[config.mk]
export PLATFORM = sky130hd
export DESIGN_NAME = bcd_to_bin
export DESIGN_NICKNAME = d
export VERILOG_FILES = /design/src/rtl/bcd_to_bin.sv
export SDC_FILE = /design/constraint.sdc
export NUM_CORES = 1
export LEC_CHECK = 0
export CAP_MARGIN = 25
export CORE_UTILIZATION = 40
export DETAILED_ROUTE_END_ITERATION = 8
export PLACE_DENSITY = 0.68
export SLEW_MARGIN = 15
export SYNTH_ARGS = -nofsm -noshare
export SYNTH_HDL_FRONTEND = slang
export SYNTH_SLANG_ARGS = --single-unit
[constraint.sdc]
create_clock -name clk -period 5.7 [get_ports clk]
set_clock_uncertainty 0.1 [all_clocks]
set_input_delay 0.855 -clock clk [delete_from_list [all_inputs] [get_ports clk]]
set_output_delay 0.855 -clock clk [all_outputs]
set_load 0.01 [all_outputs]
[src/rtl/bcd_to_bin.sv]
// Sequential packed-BCD to binary converter.
// Handles one digit per cycle, most significant digit first, using acc = acc*10 + digit.
module bcd_to_bin #(
  parameter int unsigned DIGITS = 3,
  parameter int unsigned BIN_W  = 10
) (
  input  logic                  clk,
  input  logic                  rst,
  input  logic                  start,
  input  logic [4*DIGITS-1:0]   bcd_in,
  output logic                  busy,
  output logic                  done,
  output logic [BIN_W-1:0]      binary,
  output logic                  err
);

  localparam int unsigned CntW = $clog2(DIGITS + 1);
  localparam int unsigned AccW = BIN_W + 4;

  typedef enum logic [1:0] {
    StIdle,
    StConv,
    StDone
  } state_t;

  state_t              state_q, state_d;
  logic [4*DIGITS-1:0] digits_q, digits_d;
  logic [AccW-1:0]     acc_q, acc_d;
  logic [CntW-1:0]     cnt_q, cnt_d;
  logic                busy_d, done_d, err_d;
  logic [BIN_W-1:0]    binary_d;

  logic                bad_digit;
  logic [3:0]          top_nibble;
  logic [AccW-1:0]     acc_next;

  always_comb begin
    bad_digit = 1'b0;
    for (int unsigned i = 0; i < DIGITS; i++) begin
      if (bcd_in[4*i +: 4] > 4'd9) begin
        bad_digit = 1'b1;
      end
    end
  end

  // acc*10 built from shifts; AccW leaves headroom for the intermediate sum.
  assign top_nibble = digits_q[4*DIGITS-1 -: 4];
  assign acc_next   = (acc_q << 3) + (acc_q << 1) + {{(AccW-4){1'b0}}, top_nibble};

  always_comb begin
    state_d  = state_q;
    digits_d = digits_q;
    acc_d    = acc_q;
    cnt_d    = cnt_q;
    busy_d   = busy;
    done_d   = 1'b0;
    err_d    = err;
    binary_d = binary;

    unique case (state_q)
      StIdle: begin
        busy_d = 1'b0;
        if (start) begin
          busy_d = 1'b1;
          if (bad_digit) begin
            err_d    = 1'b1;
            binary_d = '0;
            done_d   = 1'b1;
            state_d  = StDone;
          end else begin
            digits_d = bcd_in;
            acc_d    = '0;
            cnt_d    = CntW'(DIGITS);
            err_d    = 1'b0;
            state_d  = StConv;
          end
        end
      end
      StConv: begin
        busy_d   = 1'b1;
        acc_d    = acc_next;
        digits_d = digits_q << 4;
        cnt_d    = cnt_q - CntW'(1);
        // Last digit: publish the freshly computed value directly.
        if (cnt_q == CntW'(1)) begin
          binary_d = acc_next[BIN_W-1:0];
          done_d   = 1'b1;
          state_d  = StDone;
        end
      end
      StDone: begin
        busy_d  = 1'b0;
        state_d = StIdle;
      end
      default: begin
        busy_d  = 1'b0;
        state_d = StIdle;
      end
    endcase
  end

  always_ff @(posedge clk) begin
    if (rst) begin
      state_q  <= StIdle;
      digits_q <= '0;
      acc_q    <= '0;
      cnt_q    <= '0;
      busy     <= 1'b0;
      done     <= 1'b0;
      err      <= 1'b0;
      binary   <= '0;
    end else begin
      state_q  <= state_d;
      digits_q <= digits_d;
      acc_q    <= acc_d;
      cnt_q    <= cnt_d;
      busy     <= busy_d;
      done     <= done_d;
      err      <= err_d;
      binary   <= binary_d;
    end
  end

endmodule

**After elaboration in Yosys (flattened, before gate mapping)**

Index checks and enable logic that the tools add are counted.

- Memories kept: 0
- RAM bits: 0
- Flip-flop bits (word level): 38
- Logic and storage cells: 52
- Bits in read-only memories: 0
- Output and inout bits: 13
- Latch bits: 0
- Bits of input ports: 15

- Bitwise operators: 0
- Shift-type cells: 0
- $lt $le $gt $ge: 3
- Divide/modulo/power cells: 0
- Equal/unequal tests: 6
- Muxes and demuxes: 26
- Multiply operators: 0
- Add/sub/neg operators: 3
- Reductions and logical operators: 6

Operators by type and width:

| cell | number |
|---|---|
| $mux 10 | 3 |
| $mux 12 | 2 |
| $pmux 12 s2 | 1 |
| $pmux 10 s2 | 1 |
| $mux 9 | 2 |
| $pmux 9 s2 | 1 |
| $gt 4x4->1 const B | 3 |
| $add 10x10->10 | 1 |
| $add 10x4->10 | 1 |
| $mux 2 | 5 |
| $ne 2x2->1 const B | 4 |
| $pmux 2 s2 | 2 |
| $mux 1 | 7 |
| $eq 2x1->1 const B | 2 |
| $pmux 1 s2 | 2 |
| $reduce_and 2->1 | 2 |
| $reduce_and 4->1 | 1 |
| $reduce_and 3->1 | 1 |
| $logic_not 2->1 | 1 |
| $reduce_bool 2->1 | 1 |
| $sub 2x1->2 const B | 1 |

**Logic depth before layout (Yosys ltp)**

Gate-level depths: netlist of the first run.

- Word-level depth: 7
- Depth in mapped cells: 9
- Gate-level depth less buffers: 9

**Least setup slack after synthesis of the first run**

Ideal clock, no wire load.

- Path type: register -> register
- Start: reg digits_q[11]
- End: reg binary[9]
- Cell stages (with the launch flop): 10
- Path buffers: 0
- Clock period less this slack: 2377 ps
- Arrival: 2159 ps
- Setup time: 118 ps
- Data required time: 5482 ps
- Path slack: 3323 ps
- Cell sequence: dfxtp_1 inv_1 fa_1 inv_1 ha_1 a211oi_1 nor2_1 o41ai_1 xnor2_1 o21ai_1

- Cells in the longest elaborated chain, start to end: 3

RTL lines:

| what | line | RTL |
|---|---|---|
| from (decl) | 27 | `logic [4*DIGITS-1:0] digits_q, digits_d;` |
| from (signal assigned) | 114 | `digits_q <= digits_d;` |
| $add 10x4->10 | 48 | `assign acc_next = (acc_q << 3) + (acc_q << 1) + {{(AccW-4){1'b0}}, top_nibble};` |
| $mux 10 | 85 | `if (cnt_q == CntW'(1)) begin` |
| $pmux 10 s2 | 60 | `unique case (state_q)` |
| to (signal assigned) | 120 | `binary <= binary_d;` |
| to (decl) | 13 | `output logic [BIN_W-1:0] binary,` |

No other way between the ends. The select of a mux whose other input is x is not followed.
A chain may end at the register's enable or synchronous reset.

**Worst setup path after layout of the first run**

- Start: in bcd_in[5]
- End: reg digits_q[7]

- Cells in the longest elaborated chain, start to end: 5

RTL lines:

| what | line | RTL |
|---|---|---|
| from (decl) | 10 | `input logic [4*DIGITS-1:0] bcd_in,` |
| $gt 4x4->1 | 40 | `if (bcd_in[4*i +: 4] > 4'd9) begin` |
| $mux 1 (2 in series) | 40 |  |
| $ne 2x2->1 (no line) | -- |  |
| $reduce_and 3->1 (no line) | -- |  |

No other way between the ends.

==> flow_summary.yaml, run 1 <==
final_layout:
  seq_area_um2: 760.7
  final.fill_count: 438
  area_delta_synth_final_pct: 22.33
  nNetsFinal: 276
  drive_gt1_share_pct: 6.939
  num_antenna_cells: 0
  multi_input_area_um2: 1085
setup_path:
  path_max_fanout: 22
  start_kind: "input pin"
  arrival_ns: 2.70
  crit_path_end_kind: "flop"
  path_class: "input pin to flop"
  required_ns: 5.79
yosys:
  ys_seq_area_share_pct: 39.35
  synthArstFlopShare_pct: 0
  synth_ff_type: "dfxtp_1"
  synth_warnings: 0
  synth_cell_types: 46
  synth_edf_count: 0
  synth_fp_nets: 252
  syn_area_per_cell_um2: 8.787
  ys_ff_latch: 38
  syn_inst: 220
  synth_area_um2: 1933
timing:
  rsz0062_at_grt: "no"
  report.final.slew_viol_count: 0
  setup-tns-final_ns: 0
  fin_crit_ns: 2.610
  fmaxAchievable_mhz: 383.1
  tightest_slew_ns: 0.8837
  slew_headroom_pct: 41.09
  setup_viol: 0
  fin_crit_sh_pct: 45.79
  setup_slack_ns: 3.090
  hold_viol_final: 0
die:
  pin_count: 28
  die_area_um2: 5115
  die_w_um: 71.52
  start_util_pct: 42.92
  die_h_um: 71.52
  core_area_um2: 4504
  fp-row-count: 24
placed_design:
  port_buffers: 27
  hpwl_um: 2689
  post-place-ws_ns: 2.815
  gp_congestion: 0.7798
power_and_ir_drop:
  p_leak_uw: 0.0009447
  ir_drop_uv: 167.9
  finalPower_uw: 643.2
  power_density_nw_per_um2: 272.0
clock_tree:
  clk_pin_slew_worst_paths_ns: 0.08
  clock_latency_ns: 0.29
  cts_sinks: 38
  numCtsBuffers: 5
  htree_levels: 2
  cts_hold_buf: 0
  postCtsSetupRepairBufs: 0
  cts_root_buf: "clkbuf_8"
  tritoncts: "yes"
  cts.repair.resized: 0
  cts_buffer_depth: 2
routing:
  ant_nets: 0
  dr_total_vias: 1609
  drtIter0Drc: 112
  first_pass_iters: 4
  drc: 0
  routed_via_density: 5.418
  drt_wl_total_um: 3900
  wl_per_cell_um: 13.13
global_route:
  grt_max_degree: 36
  first_global_vias: 1569
  antenna_found_initial: 0
  grt_pass1_wl_um: 6989
  grt_overflow: 0
  grtUsageTotal_pct: 17.16
run:
  drv_cap: 0
run_status:
  status: "completed"
worst_hold_path:
  min_path_type: "flop to flop"
[worst paths after layout]
kind                                  start          end  slack [ns]  cells after the start
worst max-delay path              bcd_in[5]  digits_q[7]        3.09                      6
worst min-delay path            digits_q[1]  digits_q[1]        0.36                      2
worst max register to register     acc_q[0]    binary[9]        3.09                      9
worst min register to register  digits_q[1]  digits_q[1]        0.36                      2
[cells in the final DEF (no fill, tap or decap), types with 2 or more instances in the layout]
master,instances
a211oi_1,4
a21oi_1,12
a311oi_1,8
and2_1,3
bufinv_16,2
clkbuf_8,6
clkdlybuf4s50_1,27
dfxtp_1,38
fa_1,2
ha_1,15
inv_1,8
mux2i_1,5
nand2_1,25
nand3_1,9
nor2_1,30
nor2b_1,3
nor3_1,5
nor4b_1,2
o21a_1,2
o21ai_0,6
o21ai_1,4
xnor2_1,3
xor2_1,2
[logic make-up after synthesis]
logic type	Yosys count	share of synthesized area, %
AOI/OAI and AO/OA	48	17.93
xor gates and xnor gates	5	2.266
adders and majority gates	17	11.78
buffers and inverters	20	4.531
DFF	38	39.35
muxes	6	3.172
and+or+nand+nor	86	20.97
[flip-flops by register name, indices dropped and copies added, names as in the netlist]
name,cells
acc_q,9
binary,10
state_q,2
busy,1
done,1
cnt_q,2
digits_q,12
err,1
[area by class of cell]
cell class,instances,share of cell area (%)
clock buffer,6,3.492
tap,52,2.751
multi-input combinational,162,45.87
sequential,38,32.17
clock inverter,2,2.540
timing repair buffer,28,11.75
inverter,9,1.429
[power by group]
part,switching (uW),internal (uW)
Clock,96.7,187
Combinational,42.5,33.3
Sequential,6.54,277
Total,146,497
[per-layer routing]
metal  up-vias  track usage, %  share of wire, %
met5         -               0                 0
met4         0           5.229               1.1
met3         7           3.938               4.3
met2        37           27.83                45
met1       738           22.89                50
li1        827               -                 -
[Yosys cell counts (2+ instances only)]
library cell	number	area, um2
ha_1	15	187.7
o21ai_1	4	20.02
and2_1	3	18.77
o21a_1	2	15.01
nor3_1	5	25.02
xor2_1	2	17.52
nor4b_1	2	17.52
nand3_1	9	45.04
nor2b_1	3	18.77
mux2i_1	5	50.05
a21oi_1	12	60.06
dfxtp_1	38	760.7
a211oi_1	4	30.03
nand2_1	25	93.84
a311oi_1	8	70.07
inv_1	8	30.03
fa_1	2	40.04
clkbuf_1	6	22.52
o21ai_0	6	30.03
xnor2_1	3	26.28
buf_2	4	20.02
nor2_1	30	112.6
[worst max-delay path: stages]
cell	delay [ns]
clkdlybuf4s50_1	0.44
o21ai_1	0.21
nand3_1	0.14
o21ai_2	0.68
nor2_1	0.08
a311oi_1	0.29
[stage by stage]
stage	util [%]	cells	hold WS, ns	cell area [um2]
2_1_floorplan	-	220	0.3321	1933
3_3_place_gp	49.33	289	0.3429	2222
3_5_place_dp	49.33	289	0.3511	2222
4_1_cts	52.50	297	0.3614	2365
5_1_grt	52.50	297	0.3735	2365
6_report	52.50	297	0.3586	2365
Note: power is estimated with default switching activity, not from simulation.
==> run 2, diff against run 1 <==
--- a/config.mk
+++ b/config.mk
@@ -8,7 +8,7 @@
 export CAP_MARGIN = 25
 export CORE_UTILIZATION = 40
 export DETAILED_ROUTE_END_ITERATION = 8
-export PLACE_DENSITY = 0.68
+export PLACE_DENSITY = 0.7
 export SLEW_MARGIN = 15
 export SYNTH_ARGS = -nofsm -noshare
 export SYNTH_HDL_FRONTEND = slang
==> constraint.sdc (replaced) <==
create_clock -name clk -period 2.3 [get_ports clk]
set_clock_uncertainty 0.1 [all_clocks]
set_input_delay 0.345 -clock clk [delete_from_list [all_inputs] [get_ports clk]]
set_output_delay 0.345 -clock clk [all_outputs]
set_load 0.01 [all_outputs]
==> run 2 against run 1 <==
The flow now finishes with violations (negative setup slack). First-iteration DRC count down 42%. Die area did not move. Register-to-register slack got worse by 3.1 ns. Clock power up 150%. Total power rose to 2.5 times the previous value. Largest cell class unchanged. Largest power group unchanged.
==> flow_summary.yaml, run 2 (synthesis results as in run 1) <==
run_status:
  status: "finished with violations"
  violations: "negative setup slack"
clock_tree:
  cts_root_buf: "clkbuf_8"
  clock_latency_ns: 0.30
  clk_pin_slew_worst_paths_ns: 0.07
  htree_levels: 2
  cts_hold_buf: 0
  cts_sinks: 38
  tritoncts: "yes"
  cts_buffer_depth: 2
  numCtsBuffers: 5
die:
  fp-row-count: 24
  pin_count: 28
  die_area_um2: 5115
  core_area_um2: 4504
  start_util_pct: 42.92
  die_w_um: 71.52
  die_h_um: 71.52
final_layout:
  drive_gt1_share_pct: 20.16
  stdcell_count: 310
  reg_top3: "digits_q (12), binary (10), acc_q (9)"
  num_antenna_cells: 0
  layout_common_cells: "34 x dfxtp_1, 29 x nor2_1, 27 x clkdlybuf4s50_1, 25 x nand2_1, 13 x buf_4"
  final.fill_count: 410
  area_delta_synth_final_pct: 35.40
  largest_register_ff_count: 12
  layout_commonest_cell: "dfxtp_1"
  nNetsFinal: 289
  largest_register: "digits_q"
setup_path:
  arrival_ns: 2.42
  critPathBufInv: 2
  required_ns: 2.39
  path_cells: "inv_2, fa_2, inv_2, ha_4, a21o_1, a211oi_2, nor4_2, nor2b_2, a31o_1"
  start_kind: "flop"
  path_delay_family: "adder cells"
  path_common_cell: "inv_2"
  slowest_delay_ns: 0.59
  path_max_fanout: 2
  critPathSlowestCell: "fa_2"
  path_class: "flop to flop"
  crit_path_end_kind: "flop"
timing:
  rsz0062_at_grt: "yes"
  fin_crit_ns: 2.323
  setup_viol: 2
  tightest_slew_ns: 0.5950
  fmaxAchievable_mhz: 430.5
  report.final.slew_viol_count: 0
  setup-tns-final_ns: -0.03233
  hold_viol_final: 0
  slew_headroom_pct: 60.34
  fin_crit_sh_pct: 101.0
  setup_slack_ns: -0.02304
global_route:
  grt_overflow: 0
  antenna_found_initial: 0
  grt_pass1_wl_um: 7334
  grt_max_degree: 25
  first_global_vias: 1640
  grtUsageTotal_pct: 18.22
routing:
  drc: 0
  routed_via_density: 5.381
  top_layer: "met4"
  wl_met3_um: 160
  drt_wl_total_um: 4422
  dr_total_vias: 1668
  first_pass_iters: 4
  wl_per_cell_um: 14.26
  wl_met1_um: 2101
  route.met2.wl_um: 2094
  drtIter0Drc: 65
  ant_nets: 0
power_and_ir_drop:
  combPwrFrac_pct: 13.7
  ir_drop_uv: 462.7
  sw_frac_of_total_pct: 23.13
  p_leak_uw: 0.001037
  pwr-share-clk_pct: 43.1
  sequentialPowerShare_pct: 43.2
  power_density_nw_per_um2: 623.8
  p_sw_uw: 377.6
  cellInternalPower_uw: 1255
worst_hold_path:
  min_path_type: "flop to flop"
placed_design:
  post-place-ws_ns: -0.1516
  hpwl_um: 2966
  dpl.cell_count: 300
  gp_congestion: 0.8578
  port_buffers: 27
run:
  drv_cap: 0
## run 2: changes by cell type in the layout (fill, tap and decap cells not counted), sizes merged
cell and delta:
buf +13
## run 2: power groups by stage
stage | Sequential, uW | Combinational [uW] | Clock, uW
after floorplan | 718 | 129 | 0
after global placement | 719 | 208 | 0
after detailed placement | 719 | 209 | 0
after CTS | 704 | 215 | 717
after global routing | 710 | 247 | 747
final | 706 | 223 | 704
## run 2: timing repair
action | 4_1_cts | 5_1_grt
setup endpoints to repair | 7 | 7
resized for setup | 15 | 13
buffers inserted | 2 | 0
pin swaps | 11 | 3
hold endpoints to repair | 0 | 0
## run 2: routing by layer
layer	global-route usage (%)	vias up
met2	29.31	36
met1	23.62	771
met4	6.754	0
li1	-	851
met5	0	-
met3	4.782	10
## run 2: metrics by stage
stage	total power, uW	hold WS [ns]	instance area, um2	util [%]
after detailed placement	928.3	0.3448	2331	51.75
after CTS	1636	0.3563	2556	56.75
after floorplan	847.4	0.3321	1947	-
after global placement	926.2	0.3439	2331	51.75
after global routing	1704	0.3809	2618	58.11
final	1633	0.3549	2618	58.11
## run 2: worst paths after layout
path	startpoint	end	slack, ns	depth (start not counted)
worst max-delay path	acc_q[2]	binary[5]	-0.02	9
worst min-delay path	digits_q[0]	digits_q[0]	0.35	2
worst max register to register	acc_q[2]	binary[5]	-0.02	9
worst min register to register	digits_q[0]	digits_q[0]	0.35	2
## run 2: final cells by class
type,count,area [um2],share of cell area [%]
well taps,52,65.06,2.486
clock inverters,2,60.06,2.294
multi-input cells,162,1222,46.70
repair buffers,41,387.9,14.82
inverters,9,33.78,1.291
flip-flops and latches,38,765.7,29.25
clock buffers,6,82.58,3.155
## run 2: tightest hold or removal path, cell delays in order (launching register included)
cell     delay, ns
dfxtp_1       0.31
nand2_1       0.05
a21oi_1       0.05
==> run 3, diff against run 2 <==
--- a/config.mk
+++ b/config.mk
@@ -9,6 +9,7 @@
 export CORE_UTILIZATION = 40
 export DETAILED_ROUTE_END_ITERATION = 8
 export PLACE_DENSITY = 0.7
+export SKIP_LAST_GASP = 1
 export SLEW_MARGIN = 15
 export SYNTH_ARGS = -nofsm -noshare
 export SYNTH_HDL_FRONTEND = slang
==> run 3 against run 2 <==
Die area did not move. Non-clock buffer count is the same. The flow now finishes without violations. Clock power barely moved. Final cell count unchanged. Setup slack improved by 0.038 ns. Utilization rose by 0.14 points. Critical path depth unchanged. Total power decreased by 0.12%. Via count up 0.30%.
==> flow_summary.yaml, run 3 (synthesis results as in run 1) <==
clock_tree:
  cts_sinks: 38
  tritoncts: "yes"
  clock_latency_ns: 0.30
  cts_root_buf: "clkbuf_8"
  htree_levels: 2
  cts_buffer_depth: 2
  clk_pin_slew_worst_paths_ns: 0.07
  numCtsBuffers: 5
routing:
  routed_via_density: 5.397
  wl_per_cell_um: 14.13
  drc: 0
  ant_nets: 0
  first_pass_iters: 4
  drt_wl_total_um: 4379
  drtIter0Drc: 55
  dr_total_vias: 1673
placed_design:
  port_buffers: 27
  place_area_um2: 2331
  gp_congestion: 0.8578
  post-place-ws_ns: -0.1516
  hpwl_um: 2966
power_and_ir_drop:
  cellInternalPower_uw: 1255
  p_leak_uw: 0.001037
  sequentialPowerShare_pct: 43.3
  sw_frac_of_total_pct: 23.04
  power_density_nw_per_um2: 621.6
  pwr-share-clk_pct: 43.1
  p_sw_uw: 375.8
  combPwrFrac_pct: 13.6
  ir_drop_uv: 463.0
final_layout:
  multi_input_area_um2: 1229
  nNetsFinal: 289
  largest_register: "digits_q"
  reg_top3: "digits_q (12), binary (10), acc_q (9)"
  num_antenna_cells: 0
  final.fill_count: 411
  design_area_um2: 2624
  seq_area_um2: 765.7
  area_delta_synth_final_pct: 35.73
  drive_gt1_share_pct: 20.54
  layout_commonest_cell: "dfxtp_1"
  layout_common_cells: "34 x dfxtp_1, 29 x nor2_1, 27 x clkdlybuf4s50_1, 25 x nand2_1, 13 x buf_4"
  largest_register_ff_count: 12
setup_path:
  required_ns: 2.39
  path_max_fanout: 2
  start_kind: "flop"
  crit_path_end_kind: "flop"
  arrival_ns: 2.38
  r2r_start: "acc_q[2]"
  path_class: "flop to flop"
  critPathLaunch: "acc_q[2]"
worst_hold_path:
  worstHoldStart: "digits_q[0]"
  min_path_type: "flop to flop"
timing:
  fmaxAchievable_mhz: 437.6
  tightest_slew_ns: 0.5775
  slew_headroom_pct: 61.38
  fin_crit_ns: 2.285
  setup_viol: 0
  hold_viol_final: 0
  rsz0062_at_grt: "yes"
  fin_crit_sh_pct: 99.36
  setup_slack_ns: 0.01480
  timing.hold.ws_ns: 0.3545
  report.final.slew_viol_count: 0
global_route:
  grtUsageTotal_pct: 18.23
  antenna_found_initial: 0
  grt_max_degree: 25
  first_global_vias: 1640
  grt_pass1_wl_um: 7334
  grt_overflow: 0
die:
  start_util_pct: 42.92
  fp-row-count: 24
  die_h_um: 71.52
  pin_count: 28
  die_area_um2: 5115
  die_w_um: 71.52
  core_area_um2: 4504
run_status:
  status: "completed"
run:
  drv_cap: 0
## run 3: changes by cell type in the layout (fill, tap and decap cells not counted)
cell     previous run  this run
nor4b_1             1         0
nor2b_1             1         2
nor2b_2             1         0
nor4b_2             0         1
ha_1               11        10
ha_2                0         1
## run 3: per-layer routing
layer / vias to the layer above / part of all wire (%) / GRT usage, %
met2: 43 / 47 / 29.31
met5: - / 0 / 0
li1: 851 / - / -
met1: 767 / 47 / 23.64
met4: 0 / 1.8 / 6.754
met3: 12 / 4.1 / 4.782
## run 3: power groups by stage
| stage | Sequential (uW) | Clock (uW) | Combinational, uW |
|---|---|---|---|
| finish | 706 | 703 | 222 |
| global route | 710 | 747 | 246 |
| CTS | 704 | 717 | 215 |
| detailed placement | 719 | 0 | 209 |
| global placement | 719 | 0 | 208 |
| floorplan | 718 | 0 | 129 |
## run 3: critical path, cell delays in order, from the launching register on
cell,delay (ns)
dfxtp_2,0.34
inv_2,0.04
fa_2,0.58
inv_1,0.08
ha_4,0.23
a21o_1,0.20
a211oi_2,0.22
nor4_2,0.06
nor2b_1,0.16
a31o_1,0.17
## run 3: final timing paths
check | depth (start not counted) | slack (ns) | to
setup / recovery | 9 | 0.01 | binary[5]
hold / removal | 2 | 0.35 | digits_q[0]
setup reg to reg | 9 | 0.01 | binary[5]
hold reg to reg | 2 | 0.35 | digits_q[0]
## run 3: metrics by stage
stage          total power [uW]  utilization, %  cells    TNS, ns
2_1_floorplan             847.4               -    220   -0.01235
6_report                   1631           58.25    310          0
3_3_place_gp              926.2           51.75    300    -0.3019
4_1_cts                    1635           56.67    310  -0.009460
5_1_grt                    1703           58.25    310    -0.2749
3_5_place_dp              928.3           51.75    300    -0.5846
## run 3: layout make-up
type,instances,share of cell area (%)
multi-input cells,162,46.83
flip-flops and latches,38,29.18
repair buffers,41,14.78
clock buffers,6,3.147
well taps,52,2.480
clock inverters,2,2.289
inverters,9,1.288
## run 3: what timing repair did
item,4_1_cts,5_1_grt
setup buffers,2,0
endpoints found under the setup margin,7,8
hold buffers,0,0
resized for setup,12,17
pin swaps,11,3
==> patch 1: new RTL, config.mk and constraints of run 3 <==
`DIGITS`: 3 -> 2.
--- a/src/rtl/bcd_to_bin.sv
+++ b/src/rtl/bcd_to_bin.sv
@@ -2,5 +2,5 @@
 // Handles one digit per cycle, most significant digit first, using acc = acc*10 + digit.
 module bcd_to_bin #(
-  parameter int unsigned DIGITS = 3,
+  parameter int unsigned DIGITS = 2,
   parameter int unsigned BIN_W  = 10
 ) (
Ports: changed (resized bcd_in); port bits go from 28 to 24. The function was not compared with the original's and may differ.
==> patch 1 against run 3 <==
The flow now finishes with violations (negative setup slack); synthesized area shrank 11%; routed wire length is 8.5% lower; worst setup slack lost 230 ps; global-route usage grew 1.8 points; count of clock-buffer cells in the layout increased by 1; highest routed layer unchanged; power shrank 22%; sequential cell count decreased by 4; cell area is 15% lower; via count down 10%.
==> patch 1: results (changes against run 3) <==
Finish
  • Clock-cell share of area: 4.12% (-1.3 points)
  • Final net count: 255 (-12%)
  • Share of layout cells above drive strength 1: 18.0% (-2.6 points)
  • Multi-input gate area: 1010 sq um (-18%)
  • FILL cells: 372 (-9.5%)
  • Multi-input logic cell count: 140 (-14%)

Yosys
  • Post-synth top cells: 34 x dfxtp_1, 30 x nor2_1, 15 x ha_1, 15 x nand2_1, 10 x a21oi_1
  • Avg Inst Size Synth: 8.94 sq um (+1.8%)
  • Synth area leaders: dfxtp_1 40%, ha_1 11%, nor2_1 6.6%
  • Syn Nets: 220 (-13%)

Run status
  • Outcome: finished with violations
  • Failing checks: negative setup slack

Hold path
  • Hold Path Origin: binary[1]$_SDFFE_PP0P_
  • Hold Path Sink: binary[1]$_SDFFE_PP0P_

Pwr
  • P_sw: 0.000339 W (-9.7%)
  • Pwr/cell area: 574 nW/um^2 (-7.6%)

STA
  • Max_slew headroom: 61.2% (-0.17 points)
  • Final setup margin: -213 ps (-228 ps)
  • # setup viols final: 8 (+8)

Placement
  • Dpl hpwl: 2.76 mm (-6.9%)
  • # port buffers: 23 (-15%)
  • GPL Wtd Cong: 0.877 (+2.3%)
  • Pre-CTS setup slack: -216 ps (-64.4 ps)

Route
  • Via count: 1,502 (-10%)
  • TritonRoute pass-1 iters: 2 (-2)
  • Vias per cell: 5.40 (+0.11%)

Worst setup path
  • Max incr delay on CP: 550 ps (-30 ps)
  • Critical Path AT: 2590 ps (+210 ps)

Clocking
  • Post-CTS sizing: 4 (-8)
==> patch 1: cell types whose count changed in the layout (fill, tap and decap cells not counted), sizes merged, moves of 3 or more <==
cell,change
dfxtp,-4
nand4,+3
a22oi,+8
a311oi,-4
nand2,-10
o21ai,-5
clkdlybuf4s50,-4
nand3,-7
==> patch 1: kinds of logic (layout without fill, tap and decap cells) <==
kind of cell,count (synthesis),after routing,share of synthesized area [%]
AO/OA/AOI/OAI,44,44,18.4
XOR/XNOR,5,5,2.55
adder cells (fa/ha/maj),17,17,13.3
buffers and inverters,18,54,4.52
flip-flops,34,34,39.6
multiplexers,4,4,2.41
AND/OR/NAND/NOR,70,70,19.2
==> patch 1: tightest hold or removal path, cell delays in order, from the launching register on <==
cell and delay (ps):
dfxtp_1 310, nand2_1 50, a21oi_1 50
==> patch 1: metal layers <==
metal,wire [um],track usage (%),part of all wire [%]
met1,2100,28.6,52
met2,1720,27.7,43
met3,132,6.59,3.3
met4,55,6.38,1.4
met5,0,0,0
==> patch 2: new RTL, config.mk and constraints of run 3 <==
Without the edit above. Remove the register `done`: a continuous assignment takes its place, so the output `done` follows one clock earlier.
--- a/src/rtl/bcd_to_bin.sv
+++ b/src/rtl/bcd_to_bin.sv
@@ -107,5 +107,4 @@
       cnt_q    <= '0;
       busy     <= 1'b0;
-      done     <= 1'b0;
       err      <= 1'b0;
       binary   <= '0;
@@ -116,5 +115,4 @@
       cnt_q    <= cnt_d;
       busy     <= busy_d;
-      done     <= done_d;
       err      <= err_d;
       binary   <= binary_d;
@@ -122,4 +120,6 @@
   end
 
+  assign done = done_d;
+
 endmodule
 
Formal check against the unedited RTL: not equivalent (Yosys sat finds a counterexample within 4 cycles, from zero or initial values and one cycle with rst high).
==> patch 2 against run 3 <==
Worst setup slack worse by 78 ps; routed wire length is 8.8% lower; the run now ends with negative setup slack left; synthesized area is 1.0% higher; critical path type unchanged; power is 17% lower; cell area is 1.4% lower; sequential cell count is 1 lower; die area is 1.0% higher; synthesized cell count is 4.1% lower; highest routed layer unchanged.
==> patch 2: results (changes against run 3) <==
Pwr
  • Leakage: 1.08 nW (+4.2%)
  • Maximum VDD drop: 0.000331 V (-29%)
  • Clock group: 0.000451 W (-36%)
  • Clk pwr share: 33.1% (-10 points)
  • Sequential Power Share: 50.3% (+7.0 points)
  • Sw frac: 25.1% (+2.1 points)

Finish
  • Largest regs: digits_q (12), binary (10), acc_q (9)
  • Final net count: 284 (-1.7%)
  • Share of layout cells above drive strength 1: 23.0% (+2.5 points)
  • Ant diodes: 0 (unchanged)

Route
  • Drt wl/cell: 12.5 um (-11%)
  • Via count: 1,640 (-2.0%)
  • TritonRoute pass-1 iters: 6 (+2)
  • Detailed router's first-iteration violation count: 54 (-1.8%)

Worst setup path
  • Crit-path max FO: 3 (+1)
  • Critical path class: reg -> reg
  • Critical Path AT: 2440 ps (+60 ps)

Placement
  • GPL Wtd Cong: 0.770 (-10%)
  • # port buffers: 27 (unchanged)
  • Dpl hpwl: 2.96 mm (-0.31%)

Global routing
  • Vias in the first global route: 1,587 (-3.2%)
  • First-pass GRT wire length: 7.00 mm (-4.5%)
  • Total GRT Usage: 17.6% (-0.65 points)
  • Largest net degree at the start of global routing: 21 (-16%)

STA
  • # setup viols final: 3 (+3)
  • Final setup margin: -63.3 ps (-78.1 ps)
  • TNS Setup: -110 ps (-110 ps)
  • Max_slew headroom: 70.7% (+9.4 points)

Yosys
  • Syn Nets: 243 (-3.6%)
  • Synth unique cells: 51 (+11%)
  • FFs w/ async S/R, synth: 0% (unchanged)
  • Post-synth top cells: 37 x dfxtp_1, 26 x nor2_1, 20 x nand2_1
  • Synth area leaders: dfxtp_1 38%, ha_1 9.6%, nor2_1 5.0%
  • Post-Synth Adder-Cell Area: 11.7% (-0.12 points)
  • Sequential fraction of the synthesis area: 37.9% (-1.4 points)
  • Mux cell area share after synthesis: 4.61% (+1.4 points)
  • Compound-Gate Fraction of Synth Area: 18.6% (+0.65 points)
  • Yosys warning count: 0 (unchanged)
  • Area fraction of the dominant cell type after synthesis: 37.9% (-1.4 points)
  • XOR/XNOR share of the synthesized area: 2.24% (-0.023 points)

Clocking
  • Clk_lat worst skew: 290 ps
  • Worst-path clk slew: 70 ps (about the same)
  • CTS buffer count: 5 (unchanged)
  • Root Driver: clkbuf_8

Run status
  • Failing checks: negative setup slack
  • Outcome: finished with violations

Hold path
  • Hold Path Origin: cnt_q[1]$_SDFFE_PP0P_
  • Hold Crit Class: reg -> reg
patch 2: path summary, 6_finish.rpt:
check        slack, ps                    end  depth (start not counted)
max                -60  acc_q[8]$_SDFFE_PP0P_                          9
min                360  cnt_q[1]$_SDFFE_PP0P_                          2
max reg2reg        -60  acc_q[8]$_SDFFE_PP0P_                          9
min reg2reg        360  cnt_q[1]$_SDFFE_PP0P_                          2
patch 2: final cells by class:
cell class	count	area (sq um)
tap	67	83.8
sequential	37	744
fill	442	2140
clock buffer	7	86.3
inverter	10	37.5
multi-input combinational	153	1200
timing repair buffer	45	433
patch 2: repair_timing:
item                       in CTS  in global routing
setup buffers                   0                  1
pin swaps                       8                  8
gates resized for setup        11                 13
setup endpoints to repair      10                  9
gates cloned                    0                  0
patch 2: critical path, cell delays in order, from the launching register on:
cell and delay [ps]:
dfxtp_2 340, inv_2 40, fa_1 500, buf_4 160
fa_2 360, nor2b_4 160, o31ai_4 90, a21oi_2 180
nor4b_2 70, a311o_1 270
patch 2: layer usage:
metal,up-vias,GRT usage (%),share of wire (%)
li1,832,-,-
met5,-,0,0
met2,32,28.6,48
met1,770,22.1,47
met3,6,4.22,3.3
met4,0,7.84,1.9
patch 2: stage by stage:
step / instance area, sq um / worst slack, ps / std cells
2_1_floorplan: 1960 / -9.37 / 211
3_5_place_dp: 2410 / -149 / 312
4_1_cts: 2540 / -51.1 / 319
3_3_place_gp: 2410 / -110 / 312
5_1_grt: 2590 / -164 / 319
6_report: 2590 / -63.3 / 319
patch 2: cell families after synthesis:
| logic type | after synthesis |
|---|---|
| AOI/OAI and AO/OA | 45 |
| xor gates and xnor gates | 5 |
| adders and majority gates | 17 |
| buffers and inverters | 21 |
| DFF | 37 |
| muxes | 9 |
| and+or+nand+nor | 77 |
